==> config.mk <==
export PLATFORM = sky130hd
export DESIGN_NAME = compute_unit_sequencer
export DESIGN_NICKNAME = d
export VERILOG_FILES = /design/src/rtl/compute_unit_sequencer.sv
export SDC_FILE = /design/constraint.sdc
export NUM_CORES = 1
export LEC_CHECK = 0
export CORE_MARGIN = 3
export CORE_UTILIZATION = 60
export DETAILED_ROUTE_END_ITERATION = 12
export DONT_BUFFER_PORTS = 1
export PLACE_DENSITY_LB_ADDON = 0.08
export SYNTH_ARGS = -nofsm -noshare
export SYNTH_HDL_FRONTEND = slang
export SYNTH_SLANG_ARGS = --single-unit
==> constraint.sdc <==
create_clock -name clk_i -period 3 [get_ports clk_i]
set_input_delay 0.45 -clock clk_i [delete_from_list [all_inputs] [get_ports clk_i]]
set_output_delay 0.45 -clock clk_i [all_outputs]
set_load 0.005 [all_outputs]
==> src/rtl/compute_unit_sequencer.sv <==
// compute_unit_sequencer
// Job-level controller for one compute-unit / output-buffer pair. It takes a
// job of N filter chunks, streams filter beats into two ping-pong filter
// banks, launches one chunk computation per filled bank and reports the
// output buffer that holds the finished result.
module compute_unit_sequencer #(
  parameter int WR_CYC     = 8,
  parameter int SPM_NUM    = 16,
  parameter int BUF_NUM    = 4,
  parameter int MAX_CHUNKS = 255,
  localparam int CW = $clog2(MAX_CHUNKS + 1),
  localparam int SW = $clog2(SPM_NUM),
  localparam int BW = $clog2(BUF_NUM),
  localparam int WW = $clog2(WR_CYC)
) (
  input  logic          clk_i,
  input  logic          rst_i,
  // job request
  input  logic          job_vld_i,
  output logic          job_rdy_o,
  input  logic [CW-1:0] job_chunks_i,
  input  logic [SW-1:0] job_spm_num_i,
  input  logic [BW-1:0] job_acc_buf_i,
  // filter beat stream (data/sparsemap go straight to the compute unit)
  input  logic          flt_vld_i,
  output logic          flt_rdy_o,
  // filter bank control
  output logic          filter_wr_valid_o,
  output logic [WW-1:0] filter_wr_count_o,
  output logic          filter_wr_sel_o,
  output logic          filter_rd_sel_o,
  // compute control
  output logic          run_valid_o,
  output logic          chunk_start_o,
  output logic [SW-1:0] rd_sparsemap_num_o,
  input  logic          chunk_end_i,
  // buffers and status
  output logic [BW-1:0] acc_buf_sel_o,
  output logic [BW-1:0] out_buf_sel_o,
  output logic          busy_o,
  output logic          done_o
);

  localparam logic [2:0] S_IDLE  = 3'd0;
  localparam logic [2:0] S_LOAD  = 3'd1;
  localparam logic [2:0] S_START = 3'd2;
  localparam logic [2:0] S_RUN   = 3'd3;
  localparam logic [2:0] S_WAIT  = 3'd4;
  localparam logic [2:0] S_DONE  = 3'd5;

  // Controller state
  logic [2:0]    state_q, state_d;
  // Job parameters captured at accept
  logic [CW-1:0] chunks_q, chunks_d;
  logic [SW-1:0] spm_q, spm_d;
  logic [BW-1:0] acc_q, acc_d;
  logic [BW-1:0] out_q, out_d;
  // Loader side: beat index inside the chunk, target bank, chunks loaded
  logic [WW-1:0] wr_cnt_q, wr_cnt_d;
  logic          wr_bank_q, wr_bank_d;
  logic [CW-1:0] loaded_q, loaded_d;
  // Compute side: bank being read, chunks finished
  logic          rd_bank_q, rd_bank_d;
  logic [CW-1:0] computed_q, computed_d;
  // Per-bank "holds a complete chunk not yet consumed" flags
  logic [1:0]    full_q, full_d;

  logic          load_act;
  logic          flt_rdy;
  logic          beat;
  logic          beat_last;
  logic          end_ok;
  logic          last_chunk;
  logic [1:0]    fill_set;
  logic [1:0]    free_clr;
  logic [1:0]    full_n;

  // Loader handshake and bank-flag update terms
  always_comb begin
    load_act   = (state_q == S_LOAD) || (state_q == S_START) ||
                 (state_q == S_RUN)  || (state_q == S_WAIT);
    flt_rdy    = load_act && !full_q[wr_bank_q] && (loaded_q < chunks_q);
    beat       = flt_vld_i && flt_rdy;
    beat_last  = beat && (wr_cnt_q == WW'(WR_CYC - 1));
    // chunk_end only counts while a chunk is actually running
    end_ok     = (state_q == S_RUN) && chunk_end_i;
    last_chunk = (computed_q + CW'(1)) == chunks_q;
    fill_set   = 2'b00;
    free_clr   = 2'b00;
    fill_set[wr_bank_q] = beat_last;
    free_clr[rd_bank_q] = end_ok;
    // Bank state including a fill finishing this cycle; the compute side
    // looks at this so a chunk starts the cycle right after its last beat.
    full_n     = full_q | fill_set;
  end

  // Next-state logic for the job FSM, loader and compute bookkeeping
  always_comb begin
    state_d    = state_q;
    chunks_d   = chunks_q;
    spm_d      = spm_q;
    acc_d      = acc_q;
    out_d      = out_q;
    wr_cnt_d   = wr_cnt_q;
    wr_bank_d  = wr_bank_q;
    loaded_d   = loaded_q;
    rd_bank_d  = rd_bank_q;
    computed_d = computed_q;
    // Freed and filled banks never coincide: the loader never writes a full bank
    full_d     = full_n & ~free_clr;

    if (beat) begin
      if (beat_last) begin
        wr_cnt_d  = '0;
        wr_bank_d = ~wr_bank_q;
        loaded_d  = loaded_q + CW'(1);
      end else begin
        wr_cnt_d  = wr_cnt_q + WW'(1);
      end
    end

    if (end_ok) begin
      rd_bank_d  = ~rd_bank_q;
      computed_d = computed_q + CW'(1);
    end

    case (state_q)
      S_IDLE: begin
        if (job_vld_i) begin
          chunks_d = job_chunks_i;
          spm_d    = job_spm_num_i;
          acc_d    = job_acc_buf_i;
          state_d  = (job_chunks_i == '0) ? S_DONE : S_LOAD;
        end
      end
      S_LOAD, S_WAIT: begin
        if (full_n[rd_bank_q]) state_d = S_START;
      end
      S_START: begin
        state_d = S_RUN;
      end
      S_RUN: begin
        if (end_ok) begin
          if (last_chunk)              state_d = S_DONE;
          else if (full_n[~rd_bank_q]) state_d = S_START;
          else                         state_d = S_WAIT;
        end
      end
      S_DONE: begin
        // Publish the result buffer and rewind everything for the next job
        out_d      = acc_q;
        wr_cnt_d   = '0;
        wr_bank_d  = 1'b0;
        loaded_d   = '0;
        rd_bank_d  = 1'b0;
        computed_d = '0;
        full_d     = 2'b00;
        state_d    = S_IDLE;
      end
      default: begin
        state_d = S_IDLE;
      end
    endcase
  end

  // State registers; reset aborts any job in flight without a done pulse
  always_ff @(posedge clk_i) begin
    if (rst_i) begin
      state_q    <= S_IDLE;
      chunks_q   <= '0;
      spm_q      <= '0;
      acc_q      <= '0;
      out_q      <= '0;
      wr_cnt_q   <= '0;
      wr_bank_q  <= 1'b0;
      loaded_q   <= '0;
      rd_bank_q  <= 1'b0;
      computed_q <= '0;
      full_q     <= 2'b00;
    end else begin
      state_q    <= state_d;
      chunks_q   <= chunks_d;
      spm_q      <= spm_d;
      acc_q      <= acc_d;
      out_q      <= out_d;
      wr_cnt_q   <= wr_cnt_d;
      wr_bank_q  <= wr_bank_d;
      loaded_q   <= loaded_d;
      rd_bank_q  <= rd_bank_d;
      computed_q <= computed_d;
      full_q     <= full_d;
    end
  end

  // Output decode
  always_comb begin
    job_rdy_o          = (state_q == S_IDLE);
    busy_o             = (state_q != S_IDLE);
    done_o             = (state_q == S_DONE);
    flt_rdy_o          = flt_rdy;
    filter_wr_valid_o  = beat;
    filter_wr_count_o  = wr_cnt_q;
    filter_wr_sel_o    = wr_bank_q;
    filter_rd_sel_o    = rd_bank_q;
    chunk_start_o      = (state_q == S_START);
    run_valid_o        = (state_q == S_START) || (state_q == S_RUN);
    rd_sparsemap_num_o = spm_q;
    acc_buf_sel_o      = acc_q;
    out_buf_sel_o      = out_q;
  end

endmodule

# Word-level counts from Yosys, hierarchy flattened
# Index checks and enable logic that the tools add are counted.
# totals
ff_bits,42
elab_cells,75
input_bits,19
output_inout_bits,20
# classes
n_reduce_logical,20
addsub,3
n_eq_ne,10
muxes,18
n_lt_le_gt_ge,6
bitwise_logic,7
# ops
op,n
3-bit two-way mux,7
8-bit by 1-bit adder with 8-bit output (second input constant),2
3-bit one-hot mux with 4 select lines,1
3-bit == test (second input constant),3
8-bit == test,1
8-bit zero test,1
8-bit < comparator,1
1-bit two-way mux,8
1-bit logical AND,7
2-bit AND,3
3-bit by 2-bit == test with 1-bit output (second input constant),2
1-bit by 2-bit < comparator with 1-bit output (second input constant),3
2-bit != test (second input constant),3
1-bit logical OR,4
2-bit AND reduction,2
2-bit OR reduction,2
3-bit by 1-bit adder with 3-bit output (second input constant),1
3-bit by 1-bit == test with 1-bit output (second input constant),1
3-bit zero test,1
3-bit AND reduction,1
3-bit nonzero test,1
1-bit demux with 1-bit select,2
1-bit >= comparator (second input constant),2
1-bit NOT,2
3 further kinds,3

# Depth between registers and ports, before layout
# Gate-level depths: netlist of the first run.
# logic_depth
ltp_word,16
ltp_mapped,10
ltp_nobuf,9

# Worst setup path before layout of the first run
# Ideal clock, no wire load.
# synth_timing
path_type,reg2reg
from,reg chunks_q[7]
to,reg loaded_q[5]
setup_ns,0.070
path_buffers,1
path_slack_ns,0.807
arrival_ns,2.123
required_time_ns,2.930
period_less_slack_ns,2.193
stages_incl_launch_ff,11
cell_sequence,dfxtp_1 > inv_1 > ha_1 > a21oi_1 > nand2_1 > a311oi_4 > and3b_1 > buf_6 > nand4_1 > or3_1 > a21oi_1
# synth_via
elab_chain_len,5
# synth_rtl
element,line,text
from (decl),54,"logic [CW-1:0] chunks_q, chunks_d;"
from (signal assigned),182,chunks_q <= chunks_d;
8-bit < comparator *,82,flt_rdy = load_act && !full_q[wr_bank_q] && (loaded_q < chunks_q);
1-bit logical AND *,82,
1-bit logical AND *,83,beat = flt_vld_i && flt_rdy;
1-bit logical AND,84,beat_last = beat && (wr_cnt_q == WW'(WR_CYC - 1));
2-bit AND reduction (no line) *,-,
to (signal assigned),188,loaded_q <= loaded_d;
to (decl),61,"logic [CW-1:0] loaded_q, loaded_d;"
# Mark *: on every way between the ends. The rest lies on a longest branch, timed or not.
# A chain may end at the register's enable or synchronous reset.

# Worst setup path in the final report of the first run
# layout_timing
from,reg chunks_q[7]
to,out filter_wr_valid_o
# layout_via
elab_chain_len,3
# layout_rtl
element,line,text
8-bit < comparator,82,
1-bit logical AND,82,
net flt_rdy_o,26,"output logic flt_rdy_o,"
1-bit logical AND,83,
to (decl),28,"output logic filter_wr_valid_o,"
# The timed path passes the listed nets, and every way through them passes these cells.

==> results of run 1 <==
==> sequential cells by signal, indices dropped and copies added (netlist names) <==
name                count
chunks_q                8
computed_q              8
loaded_q                8
rd_sparsemap_num_o      4
filter_wr_count_o       3
state_q                 3
acc_buf_sel_o           2
full_q                  2
out_buf_sel_o           2
filter_rd_sel_o         1
filter_wr_sel_o         1
==> power by group <==
part	internal (mW)	leakage (nW)	switching [mW]	total (mW)
clock	0.248	0.0514	0.199	0.448
combinational	0.0366	0.511	0.0558	0.0924
sequential	0.573	0.341	0.0191	0.592
==> kinds of logic after synthesis <==
| logic type | share of synthesized area |
|---|---|
| compound gates | 0.1630 |
| xor+xnor | 0.08509 |
| fa+ha+maj | 0.06077 |
| buf+inv | 0.04530 |
| flops | 0.3713 |
| mux | 0.02652 |
| simple gates | 0.2481 |
==> worst max-delay path, cell delays in order (launching register included) <==
cell and delay (ps):
dfxtp_1 360, inv_1 50, ha_1 340, a21oi_1 160, nand2_1 100, a311oi_4 350
and2_2 250, nand2_1 120, inv_1 90
==> area by class of cell <==
class | count | area [µm²] | share of cell area
multi-input cells | 206 | 1321 | 0.5546
flip-flops and latches | 42 | 840.8 | 0.3529
well taps | 46 | 57.56 | 0.02416
clock buffers | 6 | 72.57 | 0.03046
clock inverters | 2 | 37.54 | 0.01576
inverters | 14 | 52.55 | 0.02206
==> how the worst max path moves through the flow <==
| stage | startpoint | endpoint | depth (start not counted) |
|---|---|---|---|
| 6_report | chunks_q[7]$_SDFFE_PP0P_ | filter_wr_valid_o | 8 |
| 2_1_floorplan | chunks_q[7]$_SDFFE_PP0P_ | loaded_q[5]$_SDFFE_PP0P_ | 10 |
| 3_5_place_dp | chunks_q[7]$_SDFFE_PP0P_ | loaded_q[5]$_SDFFE_PP0P_ | 9 |
| 5_1_grt | loaded_q[2]$_SDFFE_PP0P_ | state_q[2]$_SDFFE_PP0P_ | 8 |
| 4_1_cts | chunks_q[7]$_SDFFE_PP0P_ | filter_wr_valid_o | 8 |
| 3_3_place_gp | chunks_q[2]$_SDFFE_PP0P_ | state_q[2]$_SDFFE_PP0P_ | 9 |
==> routing by layer <==
layer,share of wire,vias up,track usage
met5,0,-,0
met4,0.013,0,0.08354
met3,0.056,5,0.07488
met2,0.44,37,0.3436
met1,0.49,847,0.3203
li1,-,950,-
==> layout by cell type, fill, tap and decap left out, drive strengths merged, types with 2 or more instances in the layout <==
cell	instances
nand3	4
or3	3
and3	4
and4	5
xor2	9
nor4	3
nor2b	3
a211oi	3
a21oi	25
nand4	7
nand2b	2
a211o	2
ha	11
o32ai	2
xnor2	13
inv	14
nand2	45
clkbuf	6
a31oi	6
and2	2
a21o	2
mux2i	6
o21ai	6
nand4b	2
dfxtp	42
nor2	24
nand3b	2
nor3	2
==> flow_metrics.env, run 1 <==
export IMPL_status="complete, no violations"
export IMPL_core_area_mm2=0.003495
export IMPL_nNetsFinal=299
export IMPL_whs_ps=205.0
export IMPL_netlist_area_mm2=0.002265
export IMPL_grt_pass1_vias=1671
export IMPL_dpl_hpwl_um=3357
export IMPL_route_detailed_drc=0
export IMPL_overflow=0
export IMPL_synth_nets=303
export IMPL_async_flop_share=0
export IMPL_htreeDepth=2
export IMPL_slew_headroom=0.3531
export IMPL_stdcell_area_mm2=0.002382
export IMPL_synthMostInstantiatedCell="nand2_1"
export IMPL_rsz0062_at_grt="no"
export IMPL_cts_made_buffers=5
export IMPL_ctsHoldBuffers=0
export IMPL_grt_use_total=0.2338
export IMPL_rows=21
export IMPL_ir_worst_vdd_mv=0.3688
export IMPL_ctsLongestPathBuffers=2
export IMPL_fin_crit_sh=0.8606
export IMPL_grt_max_degree=24
export IMPL_hold_start="rst_i"
export IMPL_dieArea_mm2=0.004547
export IMPL_placed_cells=308
export IMPL_slew_violations=0
export IMPL_r2r_start="chunks_q[7]$_SDFFE_PP0P_"
export IMPL_syn_instance_count=273
export IMPL_avgViaCountPerCell=5.820
export IMPL_port_buffers=0
export IMPL_firstDrtPassIters=4
export IMPL_setup_violations_final=0
export IMPL_whs_path_depth=1
export IMPL_stdcell_count=316
export IMPL_grt_antenna_before_repair=0
export IMPL_grt_pass1_wl_um=7907
export IMPL_critPathKind="reg -> out"
export IMPL_min_period_ps=2582
export IMPL_initial_utilization=0.6480
export IMPL_cp_data_arrival_time_ps=2130
export IMPL_hold_class="in -> reg"
export IMPL_cts_root_buf="clkbuf_8"
export IMPL_cts_tree="done"
export IMPL_critPathCaptureType="primary output"
export IMPL_leakage_nw=0.9030
export IMPL_yosysSeqAreaShare=0.3713
export IMPL_initialDrtViolationCount=124
export IMPL_fmax_mhz=387.3
export IMPL_post_cts_buffers=0
export IMPL_cts_resized=0
export IMPL_hold_viol_final=0
export IMPL_synth_top_cells_by_area="dfxtp_1 (37%), nand2_1 (7.3%), ha_1 (6.1%), a21oi_1 (5.5%), xnor2_1 (5.0%)"
export IMPL_wl_um=4695
export IMPL_start_kind="register"
export IMPL_finalPower_mw=1.132
export IMPL_finalClockSkew_ps=4.892
export IMPL_synth_top_area_frac=0.3713
export IMPL_synth_top_cells_by_count="nand2_1 (44), dfxtp_1 (42), a21oi_1 (25), nor2_1 (24), inv_1 (14)"
export IMPL_ant_nets=0
export IMPL_fp_dieW_um=67.44
export IMPL_cp_max_fo=6
export IMPL_placed_area_mm2=0.002272
export IMPL_antennaDiodeCount=0
export IMPL_clkTransAtPathRegs_ps=80
export IMPL_power_density_mw_per_mm2=475.1
export IMPL_ys_types=47
export IMPL_r2r_end="loaded_q[5]$_SDFFE_PP0P_"
export IMPL_rrSetupSlack_ps=480
export IMPL_ff2ff_path_depth=9
export IMPL_cap_violations=0
export IMPL_ys_flop_type="dfxtp_1"
export IMPL_avgRoutedWirePerCell_um=14.86
export IMPL_place_ws_ps=520.4
export IMPL_cp_required_ps=2550
export IMPL_yosys_register_bits=42
export IMPL_yosys_warnings=0
export IMPL_synth_edf_count=0
export IMPL_worst_pin_slew_ps=970.3
export IMPL_yosysTopAreaCell="dfxtp_1"
export IMPL_vias=1839
export IMPL_drive_gt1_frac=0.05185
export IMPL_post_route_util=0.6817
export IMPL_routabilityCongestion=0.9139
export IMPL_dieHeight_um=67.44
export IMPL_setup_slack_ps=418.1
export IMPL_area_growth_pct=5.193
export IMPL_clock_latency_ps=300
export IMPL_ios=39
export IMPL_tns_ps=0
export IMPL_cts_sinks=42
export IMPL_fillCellCount=310
export IMPL_avgSynthCellArea_um2=8.296
export IMPL_hold_path_end="acc_buf_sel_o[1]$_SDFFE_PP0P_"
No activity file was read; power rests on OpenSTA's default activity.
==> run 2: changes to the inputs <==
Settings changed: CAP_MARGIN set to 20, PLACE_DENSITY set to 0.78, PLACE_DENSITY_LB_ADDON 0.08 to not set.
==> run 2 against run 1 <==
  * Non-clock buffer count stayed put
  * Hold slack hardly changed
  * Wire length is 3.2% lower
  * Count of clock-buffer cells in the layout decreased by 1
  * Global-route usage down 1.5 points
  * Clock power barely moved
==> flow_metrics.env, run 2 (synthesis gave the netlist of run 1 again) <==
export IMPL_ios=39
export IMPL_drive_gt1_frac=0.05556
export IMPL_vias=1840
export IMPL_avgRoutedWirePerCell_um=14.39
export IMPL_grt_pass1_wl_um=7569
export IMPL_reg_top3="chunks_q: 8 flops, computed_q: 8 flops, loaded_q: 8 flops"
export IMPL_fp_dieW_um=67.44
export IMPL_antennaDiodeCount=0
export IMPL_cp_data_arrival_time_ps=2170
export IMPL_r2r_end="loaded_q[5]$_SDFFE_PP0P_"
export IMPL_cts_resized=0
export IMPL_final_common_cell="nand2_1"
export IMPL_grt_max_degree=24
export IMPL_routabilityCongestion=0.9250
export IMPL_slew_headroom=0.3686
export IMPL_setup_violations_final=0
export IMPL_fin_crit_sh=0.8729
export IMPL_tns_ps=0
export IMPL_fmax_mhz=381.9
export IMPL_hold_path_end="acc_buf_sel_o[1]$_SDFFE_PP0P_"
export IMPL_whs_path_depth=1
export IMPL_core_area_mm2=0.003495
export IMPL_finalPower_mw=1.136
export IMPL_multi_input_area_mm2=0.001321
export IMPL_place_ws_ps=515.5
export IMPL_cp_max_fo=5
export IMPL_finalClockSkew_ps=9.457
export IMPL_r2r_start="chunks_q[7]$_SDFFE_PP0P_"
export IMPL_grt_antenna_before_repair=0
export IMPL_port_buffers=0
export IMPL_firstDrtPassIters=4
export IMPL_ant_nets=0
export IMPL_cts_sinks=42
export IMPL_whs_ps=204.5
export IMPL_leakage_nw=0.9101
export IMPL_critPathKind="reg -> out"
export IMPL_wl_um=4547
export IMPL_start_kind="register"
export IMPL_slew_violations=0
export IMPL_overflow=0
export IMPL_cts_root_buf="clkbuf_8"
export IMPL_ctsHoldBuffers=0
export IMPL_min_period_ps=2619
export IMPL_grt_use_total=0.2184
export IMPL_hold_viol_final=0
export IMPL_worst_pin_slew_ps=947.1
export IMPL_cap_violations=0
export IMPL_post_cts_buffers=0
export IMPL_critPathCaptureType="primary output"
export IMPL_rows=21
export IMPL_dieHeight_um=67.44
export IMPL_seq_area_um2=840.8
export IMPL_nNetsFinal=299
export IMPL_layout_common_cells="nand2_1 (44), dfxtp_1 (42), a21oi_1 (25)"
export IMPL_avgViaCountPerCell=5.823
export IMPL_power_density_mw_per_mm2=476.4
export IMPL_initial_utilization=0.6480
export IMPL_dieArea_mm2=0.004547
export IMPL_dpl_hpwl_um=3324
export IMPL_route_detailed_drc=0
export IMPL_clkTransAtPathRegs_ps=90
export IMPL_rsz0062_at_grt="no"
export IMPL_setup_slack_ps=381.3
export IMPL_initialDrtViolationCount=127
export IMPL_ctsLongestPathBuffers=2
export IMPL_cp_required_ps=2550
export IMPL_fillCellCount=286
export IMPL_rrSetupSlack_ps=510
export IMPL_status="complete, no violations"
export IMPL_area_growth_pct=5.304
export IMPL_ir_worst_vdd_mv=0.4743
export IMPL_hold_class="in -> reg"
export IMPL_htreeDepth=2
export IMPL_clock_latency_ps=300
export IMPL_hold_start="rst_i"
export IMPL_grt_pass1_vias=1693
export IMPL_ff2ff_path_depth=9
export IMPL_cts_tree="done"
export IMPL_cts_made_buffers=5
run 2: cell count changes in the layout (fill, tap and decap cells not counted), sizes merged:
cell / before / now
clkbuf: 6 / 5
clkinv: 0 / 1
clkinvlp: 1 / 0
inv: 14 / 15
run 2: routing by layer:
layer / vias up / global-route usage / wire, µm
met1: 849 / 0.2925 / 2242
li1: 950 / - / -
met3: 4 / 0.06656 / 275
met4: 0 / 0.06835 / 48
met5: - / 0 / 0
met2: 37 / 0.3362 / 1980
run 2: through the flow:
stage | instances | cell area [µm²] | util
3_3_place_gp | 308 | 2272 | 0.6502
6_report | 316 | 2385 | 0.6824
2_1_floorplan | 273 | 2265 | -
5_1_grt | 316 | 2385 | 0.6824
4_1_cts | 316 | 2385 | 0.6824
3_5_place_dp | 308 | 2272 | 0.6502
run 2: cell type report:
type	instances	area share
Clock inverter	3	0.01836
Clock buffer	5	0.02886
Multi-Input combinational cell	206	0.5540
Sequential cell	42	0.3526
Inverter	14	0.02204
Tap cell	46	0.02413
run 2: where the power goes:
part | total (mW) | internal, mW | switching [mW]
Combinational | 0.0931 | 0.0367 | 0.0564
Sequential | 0.592 | 0.573 | 0.0191
Clock | 0.451 | 0.249 | 0.202
run 2: worst max-delay path by stage:
| stage | startpoint | to | cells after the start | slack (ps) |
|---|---|---|---|---|
| finish | chunks_q[4]$_SDFFE_PP0P_ | filter_wr_valid_o | 8 | 380 |
| global route | chunks_q[6]$_SDFFE_PP0P_ | filter_wr_valid_o | 8 | 230 |
| CTS | chunks_q[4]$_SDFFE_PP0P_ | filter_wr_valid_o | 8 | 370 |
| detailed placement | chunks_q[2]$_SDFFE_PP0P_ | state_q[2]$_SDFFE_PP0P_ | 9 | 520 |
| global placement | chunks_q[2]$_SDFFE_PP0P_ | state_q[2]$_SDFFE_PP0P_ | 9 | 570 |
| floorplan | chunks_q[7]$_SDFFE_PP0P_ | loaded_q[5]$_SDFFE_PP0P_ | 10 | 810 |
run 2: worst max-delay path, cell delays in order, from the launching register on:
cell	delay, ps
dfxtp_1	450
inv_1	70
ha_1	280
and4_1	180
o21ai_0	110
or2_2	340
and2_2	220
nand2_1	140
inv_1	70
==> run 3: changes to the inputs <==
Settings changed: CORE_UTILIZATION 60 to 50, PLACE_DENSITY 0.78 to 0.67.
==> run 3 against run 2 <==
  * Maximum frequency up 0.78%
  * Final area rose by 0.52%
  * Power rose by 0.34%
  * Largest cell class unchanged
  * Count of clock-buffer cells in the layout is 1 higher
  * Register-to-register slack got worse by 20 ps
  * Die area is 18% higher
  * Largest power group unchanged
  * Global-route usage fell by 2.9 points
  * Sequential share of layout area down 0.18 points
  * Setup slack improved by 20 ps
==> flow_metrics.env, run 3 (synthesis gave the netlist of run 1 again) <==
export IMPL_setup_slack_ps=401.4
export IMPL_cp_required_ps=2550
export IMPL_path_buf_inv=2
export IMPL_route_detailed_drc=0
export IMPL_post_cts_buffers=0
export IMPL_area_growth_pct=5.856
export IMPL_grt_antenna_before_repair=0
export IMPL_ant_nets=0
export IMPL_status="complete, no violations"
export IMPL_dr_max_layer_used="met4"
export IMPL_min_period_ps=2599
export IMPL_rsz0062_at_grt="no"
export IMPL_fin_crit_sh=0.8662
export IMPL_grt_pass1_vias=1782
export IMPL_slew_headroom=0.3851
export IMPL_clkTransAtPathRegs_ps=70
export IMPL_met1_length_um=2181
export IMPL_drive_gt1_frac=0.05556
export IMPL_cap_violations=0
export IMPL_dieHeight_um=73.30
export IMPL_setup_violations_final=0
export IMPL_place_ws_ps=483.8
export IMPL_avgViaCountPerCell=5.731
export IMPL_firstDrtPassIters=4
export IMPL_ctsHoldBuffers=0
export IMPL_cp_data_arrival_time_ps=2150
export IMPL_leakage_nw=0.9140
export IMPL_port_buffers=0
export IMPL_slew_violations=0
export IMPL_start_kind="register"
export IMPL_hold_class="in -> reg"
export IMPL_worst_pin_slew_ps=922.4
export IMPL_reg_top3="chunks_q: 8 flops, computed_q: 8 flops, loaded_q: 8 flops"
export IMPL_cts_tree="done"
export IMPL_rows=23
export IMPL_initialDrtViolationCount=86
export IMPL_ctsLongestPathBuffers=2
export IMPL_fp_dieW_um=73.30
export IMPL_cts_made_buffers=5
export IMPL_antennaDiodeCount=0
export IMPL_cts_root_buf="clkbuf_8"
export IMPL_cp_cell_sequence="inv_1 > ha_1 > a21oi_1 > nand2_1 > a311oi_4 > and2_2 > nand2_1 > inv_1"
export IMPL_post_route_util=0.5745
export IMPL_critPathKind="reg -> out"
export IMPL_ios=39
export IMPL_route_met2_wl_um=2072
export IMPL_overflow=0
export IMPL_tns_ps=0
export IMPL_grt_max_degree=24
export IMPL_htreeDepth=2
export IMPL_cts_sinks=42
export IMPL_routabilityCongestion=0.8056
export IMPL_cpMaxStageDelayCell="dfxtp_1"
export IMPL_vias=1834
export IMPL_final_common_cell="nand2_1"
export IMPL_wl_um=4629
export IMPL_core_area_mm2=0.004173
export IMPL_cp_max_fo=6
export IMPL_avgRoutedWirePerCell_um=14.47
export IMPL_finalClockSkew_ps=3.593
export IMPL_nNetsFinal=300
export IMPL_layout_common_cells="nand2_1 (44), dfxtp_1 (42), a21oi_1 (25)"
export IMPL_critical_path_max_stage_delay_ps=370
export IMPL_critPathCaptureType="primary output"
export IMPL_grt_use_total=0.1898
export IMPL_dr_wl_met3_um=319
export IMPL_ir_worst_vdd_mv=0.2156
export IMPL_hold_viol_final=0
export IMPL_grt_pass1_wl_um=8045
export IMPL_clock_latency_ps=300
export IMPL_power_density_mw_per_mm2=475.6
export IMPL_initial_utilization=0.5427
export IMPL_dpl_hpwl_um=3471
export IMPL_critical_path_top_delay_family="compound AO/OA/AOI/OAI gates"
export IMPL_fmax_mhz=384.8
export IMPL_dieArea_mm2=0.005373
export IMPL_cts_resized=0
==> run 3: layer usage <==
metal / vias up / track usage
li1: 953 / -
met1: 820 / 0.2521
met2: 54 / 0.2820
met3: 7 / 0.06566
met4: 0 / 0.07445
met5: - / 0
==> run 3: path summary, 6_finish.rpt <==
| kind | start | cells after the start | slack [ps] | endpoint |
|---|---|---|---|---|
| hold / removal | rst_i | 1 | 210 | rd_sparsemap_num_o[3]$_SDFFE_PP0P_ |
| hold reg to reg | rd_sparsemap_num_o[2]$_SDFFE_PP0P_ | 2 | 470 | rd_sparsemap_num_o[2]$_SDFFE_PP0P_ |
| setup / recovery | chunks_q[7]$_SDFFE_PP0P_ | 8 | 400 | filter_wr_valid_o |
| setup reg to reg | chunks_q[2]$_SDFFE_PP0P_ | 9 | 490 | state_q[2]$_SDFFE_PP0P_ |
==> run 3: cell type report <==
cell class / instances / area [µm²]
clock buffer: 6 / 82.58
fill: 380 / 1775
multi-input combinational: 206 / 1321
clock inverter: 1 / 30.03
inverter: 14 / 52.55
timing repair buffer: 1 / 7.507
sequential: 42 / 840.8
tap: 50 / 62.56
==> run 3: power by group <==
part / total [mW] / switching (mW) / internal (mW)
logic: 0.0981 / 0.0598 / 0.0384
registers: 0.589 / 0.0156 / 0.573
clock network: 0.453 / 0.187 / 0.266
total: 1.14 / 0.263 / 0.877
==> run 3: metrics by stage <==
step,hold WS (ps),power [mW],std cells,area (µm²)
6_report,210.7,1.140,320,2397
5_1_grt,196.7,1.192,320,2397
4_1_cts,200.7,1.152,320,2397
3_5_place_dp,465.1,0.7015,313,2285
3_3_place_gp,458.5,0.7000,313,2285
2_1_floorplan,449.5,0.6817,273,2265
